--- config.mk ---
export PLATFORM = sky130hd
export DESIGN_NAME = button_event_ctrl
export DESIGN_NICKNAME = d
export VERILOG_FILES = /design/src/rtl/button_event_ctrl.sv
export SDC_FILE = /design/constraint.sdc
export NUM_CORES = 1
export LEC_CHECK = 0
export CAP_MARGIN = 5
export CORE_ASPECT_RATIO = 1.2
export CORE_MARGIN = 2
export CORE_UTILIZATION = 43
export DETAILED_ROUTE_END_ITERATION = 16
export PLACE_DENSITY = 0.57
export SLEW_MARGIN = 0
export SYNTH_ARGS = -nofsm -noshare
export SYNTH_HDL_FRONTEND = slang
export SYNTH_SLANG_ARGS = --single-unit
--- constraint.sdc ---
create_clock -name clk -period 2.3 [get_ports clk]
set_input_delay 0.46 -clock clk [delete_from_list [all_inputs] [get_ports clk]]
set_output_delay 0.46 -clock clk [all_outputs]
set_load 0.01 [all_outputs]
--- src/rtl/button_event_ctrl.sv ---
`default_nettype none
// ============================================================================
// Module   : button_event_ctrl
// Brief    : Synchronises, debounces and turns N push-buttons into one-cycle
//            press / release / auto-repeat events on a shared sample tick.
// Revision : 1.0 - initial release
// ============================================================================
module button_event_ctrl #(
  parameter int N_BTN       = 4,
  parameter int TICK_DIV    = 16,
  parameter int STABLE_CNT  = 8,
  parameter int REPEAT_DLY  = 64,
  parameter int REPEAT_RATE = 16
) (
  input  logic             clk,
  input  logic             rst_n,
  input  logic [N_BTN-1:0] btn_raw,
  input  logic [N_BTN-1:0] repeat_en,
  output logic [N_BTN-1:0] btn_level,
  output logic [N_BTN-1:0] btn_press,
  output logic [N_BTN-1:0] btn_release,
  output logic [N_BTN-1:0] btn_repeat
);

  localparam int c_DIV_W   = (TICK_DIV > 1) ? $clog2(TICK_DIV) : 1;
  localparam int c_CNT_W   = $clog2(STABLE_CNT + 1);
  localparam int c_RPT_MAX = (REPEAT_DLY > REPEAT_RATE) ? REPEAT_DLY : REPEAT_RATE;
  localparam int c_RPT_W   = $clog2(c_RPT_MAX + 1);

  localparam logic [c_DIV_W-1:0] c_DIV_LAST   = c_DIV_W'(TICK_DIV - 1);
  localparam logic [c_CNT_W-1:0] c_CNT_LAST   = c_CNT_W'(STABLE_CNT - 1);
  localparam logic [c_CNT_W-1:0] c_CNT_ONE    = c_CNT_W'(1);
  localparam logic [c_RPT_W-1:0] c_RPT_DLY    = c_RPT_W'(REPEAT_DLY);
  localparam logic [c_RPT_W-1:0] c_RPT_ONE    = c_RPT_W'(1);
  // REPEAT_RATE is expected not to exceed REPEAT_DLY.
  localparam logic [c_RPT_W-1:0] c_RPT_RELOAD = c_RPT_W'(REPEAT_DLY - REPEAT_RATE);

  typedef enum logic [1:0] {
    IDLE = 2'd0,
    ARM  = 2'd1,
    HELD = 2'd2,
    REL  = 2'd3
  } state_t;

  // Two-flop synchroniser for the asynchronous pads.
  logic [N_BTN-1:0] r_sync1;
  logic [N_BTN-1:0] r_sync2;

  always_ff @(posedge clk or negedge rst_n) begin
    if (!rst_n) begin
      r_sync1 <= '0;
      r_sync2 <= '0;
    end else begin
      r_sync1 <= btn_raw;
      r_sync2 <= r_sync1;
    end
  end

  // Shared sample-tick prescaler.
  logic [c_DIV_W-1:0] r_div;
  logic               w_tick;

  assign w_tick = (r_div == c_DIV_LAST);

  always_ff @(posedge clk or negedge rst_n) begin
    if (!rst_n) begin
      r_div <= '0;
    end else if (w_tick) begin
      r_div <= '0;
    end else begin
      r_div <= r_div + c_DIV_W'(1);
    end
  end

  for (genvar gi = 0; gi < N_BTN; gi++) begin : g_btn
    state_t             r_state;
    logic [c_CNT_W-1:0] r_cnt;
    logic [c_RPT_W-1:0] r_rpt;
    logic               r_level;
    logic               r_press;
    logic               r_release;
    logic               r_repeat;
    logic               w_s;
    logic [c_RPT_W-1:0] w_rpt_inc;

    assign w_s       = r_sync2[gi];
    assign w_rpt_inc = r_rpt + c_RPT_ONE;

    always_ff @(posedge clk or negedge rst_n) begin
      if (!rst_n) begin
        r_state   <= IDLE;
        r_cnt     <= '0;
        r_rpt     <= '0;
        r_level   <= 1'b0;
        r_press   <= 1'b0;
        r_release <= 1'b0;
        r_repeat  <= 1'b0;
      end else begin
        r_press   <= 1'b0;
        r_release <= 1'b0;
        r_repeat  <= 1'b0;
        if (w_tick) begin
          case (r_state)
            IDLE: begin
              if (w_s) begin
                if (STABLE_CNT == 1) begin
                  r_state <= HELD;
                  r_cnt   <= '0;
                  r_rpt   <= '0;
                  r_level <= 1'b1;
                  r_press <= 1'b1;
                end else begin
                  r_state <= ARM;
                  r_cnt   <= c_CNT_ONE;
                end
              end
            end
            ARM: begin
              if (!w_s) begin
                r_state <= IDLE;
                r_cnt   <= '0;
              end else if (r_cnt == c_CNT_LAST) begin
                r_state <= HELD;
                r_cnt   <= '0;
                r_rpt   <= '0;
                r_level <= 1'b1;
                r_press <= 1'b1;
              end else begin
                r_cnt <= r_cnt + c_CNT_ONE;
              end
            end
            HELD: begin
              if (!w_s) begin
                if (STABLE_CNT == 1) begin
                  r_state   <= IDLE;
                  r_cnt     <= '0;
                  r_level   <= 1'b0;
                  r_release <= 1'b1;
                end else begin
                  r_state <= REL;
                  r_cnt   <= c_CNT_ONE;
                end
              end else if (repeat_en[gi]) begin
                // Reload keeps the counter bounded by REPEAT_DLY.
                if (w_rpt_inc == c_RPT_DLY) begin
                  r_rpt    <= c_RPT_RELOAD;
                  r_repeat <= 1'b1;
                end else begin
                  r_rpt <= w_rpt_inc;
                end
              end
            end
            REL: begin
              if (w_s) begin
                r_state <= HELD;
                r_cnt   <= '0;
              end else if (r_cnt == c_CNT_LAST) begin
                r_state   <= IDLE;
                r_cnt     <= '0;
                r_level   <= 1'b0;
                r_release <= 1'b1;
              end else begin
                r_cnt <= r_cnt + c_CNT_ONE;
              end
            end
            default: begin
              r_state <= IDLE;
              r_cnt   <= '0;
            end
          endcase
        end
        if (!repeat_en[gi]) begin
          r_rpt <= '0;
        end
      end
    end

    assign btn_level[gi]   = r_level;
    assign btn_press[gi]   = r_press;
    assign btn_release[gi] = r_release;
    assign btn_repeat[gi]  = r_repeat;
  end

endmodule
`default_nettype wire

==> results of run 1 <==
## through the flow
step	power, mW	hold WS [ns]	setup slack (ns)
CTS	2.64	0.114	0.367
floorplan	1.52	0.164	0.512
global route	2.73	0.141	0.210
global placement	1.59	0.332	0.291
detailed placement	1.59	0.335	0.237
finish	2.60	0.0929	0.367
## area by class of cell
cell class	instances	area, um^2
Inverter	11	41.3
Clock inverter	3	40.0
Sequential cell	80	2000
Timing Repair Buffer	33	320
Clock buffer	13	159
Multi-Input combinational cell	301	1840
Tap cell	120	150
Fill cell	882	4570
## routing by layer
| metal | global-route usage [%] | up-vias |
|---|---|---|
| met5 | 0 | - |
| met4 | 7.75 | 0 |
| met3 | 2.52 | 13 |
| met2 | 26.4 | 25 |
| met1 | 20.2 | 1515 |
| li1 | - | 1550 |
## cell usage after synthesis, types with 5 or more instances
master    count  area [um^2]
nor2b_1       7         43.8
nand2_1      50          188
a21oi_1      20          100
o21ai_0      45          225
nor3_1       11         55.1
nand3_1      23          115
ha_1          9          113
nand4_1       7         43.8
nor2_1       27          101
mux2i_1       5         50.1
o31ai_1       6         45.0
o21a_1        5         37.5
buf_2         6         30.0
dfrtp_1      80         2000
a22o_1        5         43.8
buf_4        16          120
and2_1        6         37.5
o211ai_1      5         37.5
inv_1        11         41.3
a32o_1        8         80.1
xor2_1        6         52.6
## path summary, 6_finish.rpt
path,from,endpoint,slack [ns],cells after the start
max,r_div[0]$_DFF_PN0_,g_btn[3].r_rpt[4]$_DFFE_PN0P_,0.37,7
min,rst_n,g_btn[3].r_rpt[0]$_DFFE_PN0P_,0.09,1
max reg2reg,r_div[0]$_DFF_PN0_,g_btn[3].r_rpt[4]$_DFFE_PN0P_,0.37,7
min reg2reg,r_sync1[2]$_DFF_PN0_,r_sync2[2]$_DFF_PN0_,0.35,0
max in group asynchronous,rst_n,r_sync2[3]$_DFF_PN0_,1.59,2
min in group clk,r_sync1[2]$_DFF_PN0_,r_sync2[2]$_DFF_PN0_,0.35,0
## power by group
part | internal (mW) | total [mW] | switching [mW] | leakage [nW]
Clock | 0.558 | 1.04 | 0.482 | 0.103
Sequential | 1.43 | 1.46 | 0.0279 | 1.07
Combinational | 0.0409 | 0.100 | 0.0591 | 0.748
Total | 2.03 | 2.60 | 0.569 | 1.92
## logic make-up after synthesis
logic type,count (synthesis),synth area share (%)
xor+xnor,7,1.51
compound gates,119,19.0
fa+ha+maj,9,2.77
simple gates,158,20.0
flops,80,49.2
buf+inv,39,5.44
mux,8,2.06
==> flow_summary.toml, run 1 <==
[outcome]
outcome = "complete, no violations"

[global_route]
grt_usage_pct = 16.0
grt_pass1_wl_um = 13400
grt_max_degree = 44
gr-total-overflow = 0
grt_pass1_vias = 3016
grt_antenna_before_repair = 0

[clock_network]
post_cts_buffers = 0
insertion_delay_ns = 0.35
cts_buffers = 9
cts.htree.levels = 3
cts-hold-fix-buffers = 0
cts_resized = 0
cts_sinks = 80
cts_tree = "yes"
clkTransAtPathRegs_ns = 0.08
cts_root_buffer = "clkbuf_8"
cts_buffer_depth = 2

[sta]
final.min_clock_period_ns = 1.93
slew_viol_final = 0
setup_tns_ns = 0
tightest_slew_ns = 0.576
skew_ns = 0.00576
max_freq_mhz = 517
relSlewSlack_pct = 61.6
hold_viol_final = 0
finalSetupViolations = 0
rsz0062_at_grt = "no"
fin_crit_sh_pct = 84.0

[worst_setup_path]
path_max_fanout = 12
cp_cell_sequence = "ha_1 -> and3_1 -> buf_4 -> and3_1 -> nand2_1 -> and2b_1 -> o21bai_1"
cp_top_family = "simple AND/OR/NAND/NOR gates"
max_stage_delay_ns = 0.41
cpMaxStageDelayCell = "dfrtp_1"
critPathArrivalTime_ns = 2.17
path_buf_inv = 1
cp-start-kind = "register"
crit_required_ns = 2.54
cpMostUsedCell = "and3_1"
crit_type = "register to register"
end_kind = "register"

[die]
die_w_um = 92.8
num_rows = 38
die_y_um = 111
start_util_pct = 44.6
die_area_um2 = 10300
placeableCoreArea_um2 = 9130
boundaryPins = 26

[layout]
layout.cells.non_filler = 561
syn2layout_area_growth_pct = 12.0
antenna_cells = 0
utilization_pct = 49.9
top_register = "g_btn.r_rpt"
mostFrequentLayoutCells = "80 x dfrtp_1, 50 x nand2_1, 45 x o21ai_0"
final_nets = 455
largestRegisters = "g_btn.r_rpt x28, g_btn.r_cnt x16"
drive_above_1_share_pct = 7.26
final_area_um2 = 4560
layout_commonest_cell = "dfrtp_1"
largest_reg_flops = 28

[yosys]
synth-main-ff-cell = "dfrtp_1"
syn_avg_cell_area_um2 = 9.68
post_synth_num_cell_types = 57
synthArstFlopShare_pct = 100
ys_ff_latch = 80
netlist_instances = 420
synth_area_um2 = 4070
synth_warnings = 0
synth_seq_area_share_pct = 49.2
syn_nets = 439
synth_edf_count = 0

[place]
gp_congestion = 0.837
portBuffers = 25
place_inst = 545
place_hpwl_um = 5350
dpl_cell_area_um2 = 4360

[detailed_routing]
met2_length_um = 3750
route.detailed.drc = 0
met3_length_um = 143
first_pass_iters = 4
routedWlPerCell_um = 13.4
viasPerCell = 5.53
routed.top_layer = "met4"
wl_met1_um = 3490
drt_iter0_drc = 122
drt_wl_total_um = 7550
vias = 3103
postRouteAntennaNets = 0

[pwr]
vdd_drop_max_mv = 0.240
powerDensity_nw_per_um2 = 570
power_leakage_nw = 1.92

[run]
drv_cap = 0

[worst_hold_path]
hp-class = "input port to asynchronous set/reset pin"
Note: power is estimated with default switching activity, not from simulation.
==> run 2: changes to the inputs <==
==> constraint.sdc (replaced) <==
create_clock -name clk -period 1.8 [get_ports clk]
set_input_delay 0.36 -clock clk [delete_from_list [all_inputs] [get_ports clk]]
set_output_delay 0.36 -clock clk [all_outputs]
set_load 0.01 [all_outputs]
==> run 2 against run 1 <==
Hold slack better by 0.26 ns. Sequential power is 27% higher. Count of clock-buffer cells in the layout is 2 lower. Flip-flop and latch count stayed put. Largest cell class unchanged. Global-route usage is 0.69 points higher. Clock skew is 0.0029 ns higher. Via count is 5.8% higher. Critical endpoint is now g_btn[0].r_rpt[1]$_DFFE_PN0P_. Clock power is 58% higher. Wire length is 8.3% higher.
==> flow_summary.toml, run 2 (synthesis gave the netlist of run 1 again) <==
[outcome]
outcome = "complete, no violations"

[worst_setup_path]
crit_required_ns = 2.03
cp_cell_sequence = "ha_4 -> and4b_1 -> mux2i_1 -> o31a_1 -> buf_4 -> nand2_1 -> o21ai_0"
end_kind = "register"
max_stage_delay_ns = 0.45
rr_endpoint = "g_btn[0].r_rpt[1]$_DFFE_PN0P_"
path_max_fanout = 7
timing.rr.start = "g_btn[0].r_cnt[0]$_DFFE_PN0P_"
worstSetupStartpoint = "g_btn[0].r_cnt[0]$_DFFE_PN0P_"
cp-start-kind = "register"
critPathArrivalTime_ns = 1.97
r2r_cells = 7
reg2reg_slack_ns = 0.07
crit_type = "register to register"
cpMaxStageDelayCell = "dfrtp_1"

[die]
die_w_um = 92.8
num_rows = 38
start_util_pct = 44.6
die_y_um = 111
die_area_um2 = 10300
boundaryPins = 26
placeableCoreArea_um2 = 9130

[sta]
relSlewSlack_pct = 64.5
final.min_clock_period_ns = 1.73
max_freq_mhz = 577
slew_viol_final = 0
fin_crit_sh_pct = 96.4
fin_ws_ns = 0.0657
finalSetupViolations = 0
hold_viol_final = 0
skew_ns = 0.00863
tightest_slew_ns = 0.531

[layout]
layout.cells.non_filler = 591
fill_cells = 854
largestRegisters = "g_btn.r_rpt x28, g_btn.r_cnt x16"
top_register = "g_btn.r_rpt"
antenna_cells = 0
final-seq-area_um2 = 2000
layout_commonest_cell = "dfrtp_1"
drive_above_1_share_pct = 15.3
final_nets = 485
mostFrequentLayoutCells = "80 x dfrtp_1, 50 x nand2_1, 42 x o21ai_0"
final_area_um2 = 4910
largest_reg_flops = 28
multi_input_area_um2 = 1890
syn2layout_area_growth_pct = 20.8

[place]
pre_cts_ws_ns = -0.154
place_hpwl_um = 5700
portBuffers = 25
gp_congestion = 0.814
dpl_cell_area_um2 = 4580
place_inst = 571

[clock_network]
cts_sinks = 80
cts.htree.levels = 3
clkTransAtPathRegs_ns = 0.08
insertion_delay_ns = 0.35
cts_buffer_depth = 2
cts_tree = "yes"
cts_buffers = 9
cts_root_buffer = "clkbuf_8"

[global_route]
grt_antenna_before_repair = 0
grt_pass1_vias = 3122
gr-total-overflow = 0
grt_max_degree = 32
grt_pass1_wl_um = 14100
grt_usage_pct = 16.7

[detailed_routing]
vias = 3284
postRouteAntennaNets = 0
first_pass_iters = 4
viasPerCell = 5.56
drt_wl_total_um = 8170
route.detailed.drc = 0
drt_iter0_drc = 117
routedWlPerCell_um = 13.8

[worst_hold_path]
whs_path_depth = 0
hp-class = "register to register"
holdPathEnd = "r_sync2[3]$_DFF_PN0_"
hp-start = "r_sync1[3]$_DFF_PN0_"

[pwr]
pwr-share-comb_pct = 4.4
power.internal_mw = 2.90
powerDensity_nw_per_um2 = 746
p_sw_share_pct = 21.0
pwr-share-seq_pct = 50.8
vdd_drop_max_mv = 0.441
p_switching_mw = 0.770
power_leakage_nw = 2.11
power.share.clock_pct = 44.8

[run]
drv_cap = 0
[run 2: per-layer routing]
| layer | global-route usage, % | up-vias | share of wire (%) |
|---|---|---|---|
| met5 | 0 | - | 0 |
| met2 | 27.6 | 50 | 51 |
| met3 | 2.05 | 11 | 2.2 |
| met4 | 7.35 | 0 | 2.0 |
| met1 | 21.7 | 1612 | 45 |
| li1 | - | 1611 | - |
[run 2: final cells by class]
cell class                 count  share of cell area, %
sequential                    80                   40.7
clock inverter                 5                   2.09
clock buffer                  11                   3.08
timing repair buffer          63                   11.7
multi-input combinational    301                   38.5
inverter                      11                  0.840
tap                          120                   3.05
[run 2: repair_timing]
item,CTS,global route
hold buffers,1,0
setup endpoints to repair,4,14
endpoints found under the hold margin,19,0
resized for setup,1,15
setup buffers,0,3
pin swaps,0,4
[run 2: critical path: cells and delay by family (launching register included)]
| family | cells | cell delay [ns] |
|---|---|---|
| compound gates | 2 | 0.46 |
| fa+ha+maj | 1 | 0.18 |
| flops | 1 | 0.45 |
| buf+inv | 1 | 0.17 |
| simple gates | 2 | 0.28 |
| mux | 1 | 0.08 |
[run 2: worst max path at each step]
stage          cells after the start  slack (ns)                            end
2_1_floorplan                      6        0.01  g_btn[0].r_rpt[4]$_DFFE_PN0P_
3_3_place_gp                       5       -0.09  g_btn[0].r_rpt[5]$_DFFE_PN0P_
3_5_place_dp                       5       -0.15  g_btn[0].r_rpt[5]$_DFFE_PN0P_
4_1_cts                            6        0.03  g_btn[0].r_rpt[5]$_DFFE_PN0P_
5_1_grt                            7       -0.02  g_btn[0].r_rpt[1]$_DFFE_PN0P_
6_report                           7        0.07  g_btn[0].r_rpt[1]$_DFFE_PN0P_
[run 2: power groups by stage]
stage	combinational (mW)	sequential, mW	clock, mW
2_1_floorplan	0.0615	1.88	0
3_3_place_gp	0.149	1.89	0
3_5_place_dp	0.152	1.89	0
4_1_cts	0.154	1.86	1.69
5_1_grt	0.184	1.87	1.77
6_report	0.162	1.86	1.64
[run 2: stage by stage]
stage | power (mW) | utilization [%] | setup TNS, ns | hold WS (ns)
floorplan | 1.94 | - | 0 | 0.0644
global placement | 2.04 | 50.2 | -0.221 | 0.279
detailed placement | 2.05 | 50.2 | -0.554 | 0.283
CTS | 3.70 | 53.1 | 0 | 0.353
global route | 3.82 | 53.8 | -0.0433 | 0.361
finish | 3.67 | 53.8 | 0 | 0.352
==> run 3: changes to the inputs <==
--- a/config.mk
+++ b/config.mk
@@ -11,7 +11,9 @@
 export CORE_UTILIZATION = 43
 export DETAILED_ROUTE_END_ITERATION = 16
 export PLACE_DENSITY = 0.57
-export SLEW_MARGIN = 0
+export SETUP_SLACK_MARGIN = 0.02
+export SKIP_CTS_REPAIR_TIMING = 1
+export SLEW_MARGIN = 10
 export SYNTH_ARGS = -nofsm -noshare
 export SYNTH_HDL_FRONTEND = slang
 export SYNTH_SLANG_ARGS = --single-unit
==> run 3 against run 2 <==
First-iteration DRC count shrank 32%. Clock skew rose by 0.0048 ns. Core utilization decreased by 0.99 points. Wire length shrank 4.5%. Critical path depth fell by 1. Cell area shrank 1.8%. Count of clock-buffer cells in the layout unchanged. Die area did not move. Power decreased by 8.0%. Combinational power down 8%. Register-to-register slack better by 0.04 ns. Critical path type unchanged. Critical endpoint is now g_btn[0].r_rpt[3]$_DFFE_PN0P_.
==> flow_summary.toml, run 3 (synthesis gave the netlist of run 1 again) <==
[outcome]
outcome = "complete, no violations"

[worst_setup_path]
max_stage_delay_ns = 0.42
path_max_fanout = 7
cpMaxStageDelayCell = "dfrtp_1"
cp.depth = 6
cp_top_family = "compound AO/OA/AOI/OAI gates"
r2r_cells = 6
crit_required_ns = 2.03
timing.rr.start = "g_btn[0].r_cnt[0]$_DFFE_PN0P_"
cp-start-kind = "register"
crit_type = "register to register"
path_buf_inv = 0
cp_cell_sequence = "ha_4 -> and4b_1 -> mux2i_1 -> o31a_1 -> o21ai_0 -> o31ai_1"
rr_endpoint = "g_btn[0].r_rpt[3]$_DFFE_PN0P_"
critPathArrivalTime_ns = 1.93
end_kind = "register"
reg2reg_slack_ns = 0.10

[pwr]
power_leakage_nw = 2.03
power_mw = 3.37
powerDensity_nw_per_um2 = 699
vdd_drop_max_mv = 0.335

[die]
start_util_pct = 44.6
die_y_um = 111
die_w_um = 92.8
placeableCoreArea_um2 = 9130
num_rows = 38
die_area_um2 = 10300
boundaryPins = 26

[layout]
fill_cells = 878
final_area_um2 = 4820
antenna_cells = 0
final-seq-area_um2 = 2000
drive_above_1_share_pct = 15.3
multi_input_area_um2 = 1920
mostFrequentLayoutCells = "79 x dfrtp_1, 48 x nand2_1, 41 x o21ai_0"
top_register = "g_btn.r_rpt"
final_nets = 479
syn2layout_area_growth_pct = 18.6
largest_reg_flops = 28
largestRegisters = "g_btn.r_rpt x28, g_btn.r_cnt x16"
layout.cells.non_filler = 585
utilization_pct = 52.9
layout_commonest_cell = "dfrtp_1"

[worst_hold_path]
hp-class = "input port to asynchronous set/reset pin"

[global_route]
grt_antenna_before_repair = 0
gr-total-overflow = 0
grt_max_degree = 81
grt_pass1_wl_um = 13500
grt_usage_pct = 16.0
grt_pass1_vias = 3104

[detailed_routing]
vias = 3201
routedWlPerCell_um = 13.3
viasPerCell = 5.47
drt_iter0_drc = 80
drt_wl_total_um = 7800
postRouteAntennaNets = 0
first_pass_iters = 4
route.detailed.drc = 0

[place]
place_hpwl_um = 5440
gp_congestion = 0.766
dpl_cell_area_um2 = 4500
portBuffers = 25
pre_cts_ws_ns = -0.129
place_inst = 564

[sta]
fin_ws_ns = 0.105
max_freq_mhz = 590
holdWs_ns = 0.0128
tightest_slew_ns = 0.428
finalSetupViolations = 0
setup_tns_ns = 0
fin_crit_sh_pct = 94.2
rsz0062_at_grt = "yes"
hold_viol_final = 0
relSlewSlack_pct = 71.5
slew_viol_final = 0
final.min_clock_period_ns = 1.70
skew_ns = 0.0135

[clock_network]
insertion_delay_ns = 0.35
cts_buffers = 9
cts_sinks = 80
cts.htree.levels = 3
clkTransAtPathRegs_ns = 0.08
cts_tree = "yes"
cts_buffer_depth = 2
cts_root_buffer = "clkbuf_8"

[run]
drv_cap = 0
## run 3: cell count changes in the layout (fill, tap and decap cells not counted), sizes merged
cell         previous run  this run
bufinv                  3         1
clkinvlp                1         2
buf                    38        33
clkinv                  1         2
dlygate4sd3             1         0
## run 3: worst max path at each step
stage                                          to  slack, ns                     startpoint
global placement    g_btn[0].r_rpt[5]$_DFFE_PN0P_      -0.09                   repeat_en[0]
CTS                 g_btn[1].r_rpt[5]$_DFFE_PN0P_      -0.02             r_div[1]$_DFF_PN0_
global route        g_btn[3].r_rpt[5]$_DFFE_PN0P_       0.02             r_div[1]$_DFF_PN0_
floorplan           g_btn[0].r_rpt[4]$_DFFE_PN0P_       0.05             r_div[0]$_DFF_PN0_
finish              g_btn[0].r_rpt[3]$_DFFE_PN0P_       0.10  g_btn[0].r_cnt[0]$_DFFE_PN0P_
detailed placement  g_btn[0].r_rpt[5]$_DFFE_PN0P_      -0.13                   repeat_en[0]
## run 3: cell type report
cell class	count	area share [%]
clock buffers	11	3.14
clock inverters	5	1.14
inverters	11	0.856
multi-input cells	301	39.9
flip-flops and latches	80	41.5
well taps	120	3.11
repair buffers	57	10.4
## run 3: power breakdown
group	internal, mW	switching (mW)
sequential	1.83	0.0377
combinational	0.0681	0.0810
clock	0.712	0.650
## run 3: metal layers
layer | track usage (%) | vias to the layer above | wire, um
met3 | 2.25 | 9 | 158
met2 | 27.2 | 33 | 3870
met5 | 0 | - | 0
met1 | 20.0 | 1557 | 3620
met4 | 7.35 | 0 | 146
li1 | - | 1602 | -
## run 3: worst reg2reg max path, stage by stage, from the launching register on
cell and delay [ns]:
dfrtp_1 0.42, ha_4 0.17, and4b_1 0.22, mux2i_1 0.08, o31a_1 0.40, o21ai_0 0.19
o31ai_1 0.09
